==> src/rtl/lsu_dbus_ctrl_pkg.sv <==
// lsu_dbus_ctrl_pkg: size codes, controller state encoding and alignment helper
package lsu_dbus_ctrl_pkg;
    localparam logic [1:0] MEM_SIZE_B = 2'b00;
    localparam logic [1:0] MEM_SIZE_H = 2'b01;
    localparam logic [1:0] MEM_SIZE_W = 2'b10;

    typedef enum logic [1:0] {LSU_IDLE, LSU_REQ, LSU_WAIT} lsu_state_e;

    // size code 11 counts as a word access
    function automatic logic misaligned(input logic [1:0] size, input logic [1:0] off);
        return ((size == MEM_SIZE_H) & off[0]) | ((size == MEM_SIZE_W | size == 2'b11) & (off != 2'b00));
    endfunction
endpackage

==> src/rtl/lsu_dbus_ctrl_store_align.sv <==
// lsu_store_align: byte strobes and lane-replicated store data from size/offset
module lsu_store_align
    import lsu_dbus_ctrl_pkg::*;
(
    input  logic [1:0]  size,
    input  logic [1:0]  offset,
    input  logic [31:0] wdata,
    output logic [3:0]  wstrb,
    output logic [31:0] lane_data
);
    always_comb begin
        wstrb     = (size == MEM_SIZE_B) ? 4'b0001 << offset :
                    (size == MEM_SIZE_H) ? (offset[1] ? 4'b1100 : 4'b0011) : 4'b1111;
        lane_data = (size == MEM_SIZE_B) ? {4{wdata[7:0]}} :
                    (size == MEM_SIZE_H) ? {2{wdata[15:0]}} : wdata;
    end
endmodule

==> src/rtl/lsu_dbus_ctrl.sv <==
// lsu_dbus_ctrl: MEM-stage load/store controller for a two-phase (addr_ok/data_ok) bus.
// Define LSU_ALE_CHECK_EN to trap misaligned half/word accesses via ale/ale_badv.
module lsu_dbus_ctrl
    import lsu_dbus_ctrl_pkg::*;
#(
    parameter int ADDR_W = 32
) (
    input  logic              cpu_clk,
    input  logic              cpu_rst,
    input  logic              req_valid,
    output logic              req_ready,
    input  logic              req_we,
    input  logic [1:0]        req_size,
    input  logic [ADDR_W-1:0] req_addr,
    input  logic [31:0]       req_wdata,
    input  logic [2:0]        req_ext_op,
    input  logic              flush,
    output logic              dbus_req,
    output logic              dbus_we,
    output logic [ADDR_W-1:0] dbus_addr,
    output logic [3:0]        dbus_wstrb,
    output logic [31:0]       dbus_wdata,
    input  logic              dbus_addr_ok,
    input  logic              dbus_data_ok,
    input  logic [31:0]       dbus_rdata,
    output logic              ld_valid,
    output logic [31:0]       ld_data,
    output logic [1:0]        ld_byte_offset,
    output logic [2:0]        ld_ext_op,
    output logic              st_done,
    output logic              busy,
    output logic              ale,
    output logic [ADDR_W-1:0] ale_badv
);
    lsu_state_e        state_q, state_d;
    logic              we_q, cancel_q, cancel_d, ld_valid_q, ld_valid_d, st_done_q, st_done_d;
    logic [1:0]        size_q;
    logic [ADDR_W-1:0] addr_q, addr_d;
    logic [31:0]       wdata_q, wdata_d, ld_data_q, ld_data_d;
    logic [2:0]        ext_q, ext_d, ld_ext_q, ld_ext_d;
    logic [1:0]        ld_off_q, ld_off_d;
    logic              accept, go, done, ale_d;
    logic [ADDR_W-1:0] ale_badv_d;
    logic [3:0]        strb;
    logic [31:0]       lane;

    lsu_store_align u_align (
        .size      (size_q),
        .offset    (addr_q[1:0]),
        .wdata     (wdata_q),
        .wstrb     (strb),
        .lane_data (lane)
    );

    always_comb begin
        accept     = req_valid & (state_q == LSU_IDLE) & ~flush;
`ifdef LSU_ALE_CHECK_EN
        ale_d      = accept & misaligned(req_size, req_addr[1:0]);
        ale_badv_d = ale_d ? req_addr : ale_badv;
`else
        ale_d      = 1'b0;
        ale_badv_d = '0;
`endif
        go         = accept & ~ale_d;
        done       = ((state_q == LSU_REQ) & dbus_addr_ok & dbus_data_ok) | ((state_q == LSU_WAIT) & dbus_data_ok);
        state_d    = (state_q == LSU_IDLE) ? (go ? LSU_REQ : LSU_IDLE) :
                     (state_q == LSU_REQ)  ? (dbus_addr_ok ? (dbus_data_ok ? LSU_IDLE : LSU_WAIT) : LSU_REQ) :
                     (dbus_data_ok ? LSU_IDLE : LSU_WAIT);
        // a flush landing on the completing cycle also kills that response
        cancel_d   = (state_d != LSU_IDLE) & (cancel_q | flush);
        ld_valid_d = done & ~we_q & ~(cancel_q | flush);
        st_done_d  = done & we_q & ~(cancel_q | flush);
        addr_d     = go ? req_addr : addr_q;
        wdata_d    = go ? req_wdata : wdata_q;
        ext_d      = go ? req_ext_op : ext_q;
        ld_data_d  = ld_valid_d ? dbus_rdata : ld_data_q;
        ld_off_d   = ld_valid_d ? addr_q[1:0] : ld_off_q;
        ld_ext_d   = ld_valid_d ? ext_q : ld_ext_q;
    end

    always_ff @(posedge cpu_clk or posedge cpu_rst) begin
        if (cpu_rst) begin
            state_q    <= LSU_IDLE;
            we_q       <= 1'b0;
            size_q     <= 2'b00;
            addr_q     <= '0;
            wdata_q    <= '0;
            ext_q      <= '0;
            cancel_q   <= 1'b0;
            ld_valid_q <= 1'b0;
            st_done_q  <= 1'b0;
            ld_data_q  <= '0;
            ld_off_q   <= '0;
            ld_ext_q   <= '0;
            ale        <= 1'b0;
            ale_badv   <= '0;
        end else begin
            state_q    <= state_d;
            we_q       <= go ? req_we : we_q;
            size_q     <= go ? req_size : size_q;
            addr_q     <= addr_d;
            wdata_q    <= wdata_d;
            ext_q      <= ext_d;
            cancel_q   <= cancel_d;
            ld_valid_q <= ld_valid_d;
            st_done_q  <= st_done_d;
            ld_data_q  <= ld_data_d;
            ld_off_q   <= ld_off_d;
            ld_ext_q   <= ld_ext_d;
            ale        <= ale_d;
            ale_badv   <= ale_badv_d;
        end
    end

    assign req_ready      = (state_q == LSU_IDLE);
    assign busy           = (state_q != LSU_IDLE) | accept;
    assign dbus_req       = (state_q == LSU_REQ);
    assign dbus_we        = we_q;
    assign dbus_addr      = {addr_q[ADDR_W-1:2], 2'b00};
    assign dbus_wstrb     = we_q ? strb : 4'b0000;
    assign dbus_wdata     = we_q ? lane : 32'h0;
    assign ld_valid       = ld_valid_q;
    assign st_done        = st_done_q;
    assign ld_data        = ld_data_q;
    assign ld_byte_offset = ld_off_q;
    assign ld_ext_op      = ld_ext_q;
endmodule

==> config.mk <==
export PLATFORM = sky130hd
export DESIGN_NAME = lsu_dbus_ctrl
export DESIGN_NICKNAME = d
export VERILOG_FILES = /design/src/rtl/lsu_dbus_ctrl_pkg.sv /design/src/rtl/lsu_dbus_ctrl_store_align.sv /design/src/rtl/lsu_dbus_ctrl.sv
export SDC_FILE = /design/constraint.sdc
export NUM_CORES = 1
export LEC_CHECK = 0
export BUFFER_PORTS_ARGS = -buffer_cell sky130_fd_sc_hd__buf_2
export CAP_MARGIN = 20
export CORE_ASPECT_RATIO = 2
export CORE_MARGIN = 3
export CORE_UTILIZATION = 37
export DETAILED_ROUTE_END_ITERATION = 7
export GPL_TIMING_DRIVEN = 0
export PLACE_DENSITY = 0.65
export SYNTH_ARGS = -nofsm -noshare
export SYNTH_HDL_FRONTEND = slang
export SYNTH_HIERARCHICAL = 1
export SYNTH_SLANG_ARGS = --single-unit
export TNS_END_PERCENT = 100
==> constraint.sdc <==
create_clock -name cpu_clk -period 4.49 [get_ports cpu_clk]
set_clock_uncertainty 0.2 [all_clocks]
set_input_delay 0.6735 -clock cpu_clk [delete_from_list [all_inputs] [get_ports cpu_clk]]
set_output_delay 0.6735 -clock cpu_clk [all_outputs]
set_load 0.1 [all_outputs]
==> results of run 1 <==
worst max-delay path, stage by stage, from the launching register on:
cell and delay (ns):
sky130_fd_sc_hd__dfrtp_1 0.40, sky130_fd_sc_hd__clkbuf_1 0.38, sky130_fd_sc_hd__clkbuf_1 0.45, sky130_fd_sc_hd__and2_1 0.19
sky130_fd_sc_hd__buf_2 0.44
final cells by class:
class | instances | area share
clock buffer | 9 | 0.0306
multi-input combinational | 241 | 0.295
timing repair buffer | 217 | 0.151
sequential | 112 | 0.381
tap | 192 | 0.0327
buffer | 92 | 0.0959
clock inverter | 7 | 0.0117
inverter | 4 | 0.00238
cell usage after synthesis (all sizes together):
library cell | number | area (um^2)
nor2 | 5 | 26.3
mux2 | 123 | 1460
mux2i | 8 | 80.1
o22a | 1 | 8.76
nand2b | 2 | 20.0
buf | 88 | 691
a2111oi | 1 | 8.76
nor4 | 1 | 21.3
or4b | 1 | 10.0
nand2 | 9 | 33.8
nor2b | 1 | 6.26
o21ai | 9 | 75.1
o21a | 1 | 7.51
o21bai | 2 | 15.0
inv | 4 | 15.0
conb | 1 | 3.75
dfrtp | 112 | 2800
nand3b | 1 | 7.51
clkbuf | 4 | 15.0
and2 | 36 | 225
a21oi | 2 | 13.8
a21o | 3 | 22.5
sequential cells by signal, summed over array words and instances (netlist names), 2 cells and up:
register        count
addr_q             32
size_q              2
state_q             2
ext_q               3
ld_byte_offset      2
ld_data            32
wdata_q            32
ld_ext_op           3
cells by family (layout without fill, tap and decap cells):
kind of cell / after synthesis / in the layout / share of synthesized area
other: 1 / 35 / 0.000674
AO/OA/AOI/OAI: 19 / 19 / 0.0272
buffers and inverters: 96 / 329 / 0.129
multiplexers: 131 / 131 / 0.276
AND/OR/NAND/NOR: 56 / 56 / 0.0630
flip-flops: 112 / 112 / 0.504
per-layer routing:
| metal | track usage | vias to the layer above | wire length (um) |
|---|---|---|---|
| met5 | 0 | - | 0 |
| met4 | 0.0622 | 0 | 364 |
| met3 | 0.0368 | 20 | 845 |
| met2 | 0.337 | 159 | 8130 |
| met1 | 0.162 | 1812 | 4550 |
| li1 | - | 1816 | - |
cells in the final DEF (no fill, tap or decap), drive strengths merged:
cell type and n:
bufinv 1, and2 36, o21bai 2, a2111oi 1, nor2b 1, mux2 123, nor2 5, nand2 9
a21o 3, clkbuf 13, o22a 1, o21ai 9, nand2b 2, nand3b 1, a21oi 2, or4b 1
buf 305, o21a 1, inv 7, conb 35, dfrtp 112, nor4 1, mux2i 8, clkinv 2
clkinvlp 1
worst paths after layout:
kind	from	end
max in group asynchronous	cpu_rst	addr_q[1]$_DFFE_PP0P_
worst min register to register	cancel_q$_DFF_PP0_	st_done$_DFF_PP0_
worst max-delay path	dbus_we$_DFFE_PP0P_	dbus_wdata[17]
worst max register to register	state_q[1]$_DFF_PP0_	size_q[1]$_DFFE_PP0P_
worst min-delay path	cpu_rst	addr_q[15]$_DFFE_PP0P_
min in group cpu_clk	cancel_q$_DFF_PP0_	st_done$_DFF_PP0_
through the flow:
step / TNS, ns / cell area [um^2]
2_1_floorplan: 0 / 5690
3_3_place_gp: -52.55 / 7010
3_5_place_dp: 0 / 7040
4_1_cts: 0 / 7360
5_1_grt: 0 / 7360
6_report: 0 / 7360
==> results.toml, run 1 <==
[placed_design]
placed_cells = 858
place_hpwl_mm = 11.3
gp_routability_congestion = 0.831
io_buffer_count = 216
worst_slack_placed_ns = 1.73

[detailed_routing]
drt-total-wl_mm = 13.9
route.vias.total = 3807
drtAntennaViolNets = 0
drt_pass1_iterations = 4
vias_per_cell = 4.36
drt_iter0_drc = 78
drc = 0
avgRoutedWirePerCell_um = 15.9

[run]
maxCapViolations = 0

[setup_path]
worstRegToRegCells = 3
endpoint_kind = "output port"
cp_data_required_time_ns = 3.62
startpoint_type = "flip-flop"
worst-path-max-fanout = 10
rrSetupSlack_ns = 2.19
worstPathArrival_ns = 2.22
critPathKind = "reg -> out"

[status]
result_of_the_run = "finished, final reports clean"

[finish]
fillerInstances = 1375
finish.cell_count_without_fillers = 874
area_used_by_multi_input_combinational_logic_um2 = 2170
layout-area-overhead-vs-synth_pct = 32.2
net_count_of_the_finished_layout = 785
antenna_cells_inserted = 0
final_layout_size_suffix_gt1_frac = 0.658
fin_util = 0.504
register_area_um2 = 2800

[timing]
rsz_0062_raised_after_global_routing = "false"
worst_slew_margin_rel = 0.505
timing.final.setup_violations = 0
final_hold_fails = 0
final_max_slew_viol_count = 0
worst_pin_slew_ns = 0.736
post-route-worst-setup-slack_ns = 1.39
fin_crit_sh = 0.689
timing.fmax_ghz = 0.323
post-route-min-period_ns = 3.10
fin_hold_ws_ns = 0.196

[floorplan]
initial_core_util = 0.382
rows = 62
dieWidth_um = 92.7
design.core.area_um2 = 14600
die-height_um = 179
die_area_um2 = 16600
floorplan.io_pins = 252

[min_path]
worstHoldPathType = "in -> async"

[global_route]
grt_first_pass_wirelength_mm = 21.9
largest_net_degree_at_the_start_of_global_routing = 67
overflow = 0
antenna_found_initial = 0
grt_util_all_layers = 0.169
grt_pass1_vias = 4292

[cts]
tritoncts.num_buffers = 9
postCtsHoldBufs = 0
cts.repair.resized = 0
cts.sinks = 112
path_clk_slew_ns = 0.08
htree_levels = 3
post_cts.repair.setup_buffers = 0
clockRootBuffer = "sky130_fd_sc_hd__clkbuf_16"
clk_path_buf_depth = 2
tritoncts_clock_tree = "done"
insertion_delay_ns = 0.35

[yosys]
synthCells = 415
post_synth_instance_area_um2 = 5570
yosys_warnings = 6
number_of_flip_flops_and_latches_in_the_synthesized_netlist = 112
synth_cell_type_count = 32
ys_seq_area_frac = 0.504
synthesis.area_per_instance_um2 = 13.4
Power of run 1 is left out: the tool's default activity adds up to more than one toggle a clock period on the data nets, which glitch-free logic cannot reach.
==> run 2, diff against run 1 <==
- ABC_AREA: default -> 1
- PLACE_DENSITY: 0.65 -> default
- clock period: 4.49 -> 3 ns (I/O delays scaled with it)
==> run 2 against run 1 <==
Effect of this change:
- non-clock buffer count grew 20
- hold slack worse by 0.075 ns
- highest routed layer is now met5
- worst setup slack got worse by 0.96 ns
- via count increased by 34%
- wire length is 20% higher
- die area rose by 6.1%
- register-to-register slack lost 0.84 ns
- count of clock-buffer cells in the layout is 2 higher
- synthesized cell count grew 75%
- final cell count up 37%
- sequential cell count stayed put
- global-route usage up 2.3 points
==> results.toml, run 2 <==
[yosys]
synth_cell_type_count = 29
post_synth_main_area_contributors = "sky130_fd_sc_hd__dfrtp_1, sky130_fd_sc_hd__nand2_1, sky130_fd_sc_hd__buf_4"
synth-xor-area-share = 0
yosys_warnings = 6
synth_largest_type_area_fraction = 0.473
synth-simple-area-share = 0.232
synth_commonest_cells = "sky130_fd_sc_hd__nand2_1, sky130_fd_sc_hd__inv_1, sky130_fd_sc_hd__dfrtp_1"
fraction_of_the_mapped_netlist_area_in_adder_cells = 0
synth_most_common_cell = "sky130_fd_sc_hd__nand2_1"
dominant_combinational_cell_family_by_area_after_synthesis = "simple AND/OR/NAND/NOR gates"
asr_flop_ratio_synth = 1.00
post_synth_instance_area_um2 = 5920
synth_top_cell_by_area = "sky130_fd_sc_hd__dfrtp_1"
synthCells = 728
synthesis.area_per_instance_um2 = 8.14
number_of_flip_flops_and_latches_in_the_synthesized_netlist = 112
number_of_flops_mapped_to_enable_cells_by_yosys = 0
dominantRegCellSynth = "sky130_fd_sc_hd__dfrtp_1"
yosys-mux-area-fraction = 0
synth_compound_gate_area_share = 0.0771
ys_seq_area_frac = 0.473

[global_route]
grt_util_all_layers = 0.192
grt_first_pass_wirelength_mm = 25.7
largest_net_degree_at_the_start_of_global_routing = 41
antenna_found_initial = 2
grt_pass1_vias = 4999
overflow = 0

[finish]
most_common_cell_after_layout_fill_and_taps_aside = "sky130_fd_sc_hd__nand2_1"
layout-area-overhead-vs-synth_pct = 30.9
net_count_of_the_finished_layout = 1101
final_layout_size_suffix_gt1_frac = 0.374
fillerInstances = 1611
fin_util = 0.499
layout_common_cells = "sky130_fd_sc_hd__nand2_1, sky130_fd_sc_hd__buf_2, sky130_fd_sc_hd__inv_1, sky130_fd_sc_hd__dfrtp_1, sky130_fd_sc_hd__buf_4"
finish.cell_count_without_fillers = 1197

[setup_path]
worstRegToRegCells = 6
worst-path-max-fanout = 10
worst_reg2reg_path_endpoint = "ld_data[7]$_DFFE_PP0P_"
endpoint_kind = "output port"
critPathKind = "reg -> out"
startpoint_type = "flip-flop"
worst_setup_path_startpoint = "dbus_we$_DFFE_PP0P_"
rrSetupSlack_ns = 1.35
worst_r2r_startpoint = "dbus_we$_DFFE_PP0P_"
critical_path.endpoint = "dbus_wdata[29]"
cp_data_required_time_ns = 2.35
worstPathArrival_ns = 1.91

[detailed_routing]
drt_pass1_iterations = 4
avgRoutedWirePerCell_um = 13.9
drc = 0
vias_per_cell = 4.27
drtAntennaViolNets = 0
drt-total-wl_mm = 16.6
route.vias.total = 5114
drt_iter0_drc = 199

[cts]
clk_path_buf_depth = 2
htree_levels = 3
insertion_delay_ns = 0.35
path_clk_slew_ns = 0.07
tritoncts_clock_tree = "done"
cts.sinks = 112
tritoncts.num_buffers = 9
clockRootBuffer = "sky130_fd_sc_hd__clkbuf_16"

[min_path]
min-delay-start = "req_wdata[7]"
worstHoldPathType = "in -> reg"
worst_hold_path_cell_count = 3

[timing]
fin_tns_setup_ns = 0
fin_crit_sh = 0.855
worst_slew_margin_rel = 0.656
timing.fmax_ghz = 0.390
timing.final.setup_violations = 0
final_max_slew_viol_count = 0
worst_pin_slew_ns = 0.516
fin_hold_ws_ns = 0.121
rsz_0062_raised_after_global_routing = "false"
final_hold_fails = 0
post-route-min-period_ns = 2.56

[status]
result_of_the_run = "finished, final reports clean"

[floorplan]
initial_core_util = 0.381
rows = 64
design.core.area_um2 = 15500
dieWidth_um = 95.5
floorplan.io_pins = 252
die_area_um2 = 17700
die-height_um = 185

[placed_design]
io_buffer_count = 216
gp_routability_congestion = 0.876
placed_cells = 1179
place_hpwl_mm = 13.3

[run]
maxCapViolations = 0
==> run 2: cell count changes after synthesis, sizes merged, moves of 3 or more <==
cell | before | now
nand2 | 9 | 242
mux2 | 123 | 0
inv | 4 | 117
o21ai | 9 | 77
nand3 | 0 | 54
and2 | 36 | 0
buf | 88 | 103
mux2i | 8 | 0
nor2 | 5 | 9
a21o | 3 | 0
==> run 2: layer usage <==
layer	vias to the layer above	GRT usage	routed length [um]
met5	-	0	7
li1	2617	-	-
met1	2265	0.199	5740
met2	191	0.352	9100
met4	2	0.104	765
met3	39	0.0415	1030
==> run 2: layout make-up <==
| class | count | area [um^2] | share of cell area |
|---|---|---|---|
| Multi-Input combinational cell | 424 | 1960 | 0.253 |
| Timing Repair Buffer | 220 | 1150 | 0.148 |
| Antenna cell | 1 | 2.50 | 0.000323 |
| Buffer | 109 | 847 | 0.109 |
| Clock inverter | 5 | 56.3 | 0.00726 |
| Tap cell | 198 | 248 | 0.0319 |
| Clock buffer | 11 | 243 | 0.0313 |
| Sequential cell | 112 | 2800 | 0.361 |
| Inverter | 117 | 445 | 0.0574 |
==> run 2: worst min-delay path by stage <==
stage	endpoint	slack, ns
floorplan	wdata_q[16]$_DFFE_PP0P_	0.25
global placement	ld_data[7]$_DFFE_PP0P_	0.25
detailed placement	addr_q[11]$_DFFE_PP0P_	0.19
CTS	ld_data[21]$_DFFE_PP0P_	0.10
global route	ld_data[19]$_DFFE_PP0P_	0.12
finish	wdata_q[7]$_DFFE_PP0P_	0.12
==> run 2: cells by family (layout without fill, tap and decap cells) <==
family / count (synthesis) / in the layout
AND/OR/NAND/NOR: 308 / 308
buffers and inverters: 226 / 462
flip-flops: 112 / 112
AO/OA/AOI/OAI: 81 / 81
other: 1 / 36
==> run 2: critical path: stages, from the launching register on <==
cell and delay (ns):
sky130_fd_sc_hd__dfrtp_1 0.35, sky130_fd_sc_hd__buf_2 0.24, sky130_fd_sc_hd__buf_1 0.37, sky130_fd_sc_hd__nand2_1 0.10, sky130_fd_sc_hd__inv_1 0.07, sky130_fd_sc_hd__buf_2 0.42
==> run 2: repair_timing <==
action                                 CTS  global route
gates resized for setup                  0             0
hold buffers                             1             0
buffers inserted                         0             0
endpoints found under the hold margin    5             0
==> run 2: per-stage QoR <==
| stage | setup WS (ns) | area [um^2] |
|---|---|---|
| 6_report | 0.436 | 7750 |
| 2_1_floorplan | 0.191 | 6050 |
| 3_5_place_dp | 0.809 | 7440 |
| 4_1_cts | 0.413 | 7750 |
| 5_1_grt | 0.264 | 7750 |
| 3_3_place_gp | 0.122 | 7380 |
Power of run 2 is left out for the same reason.
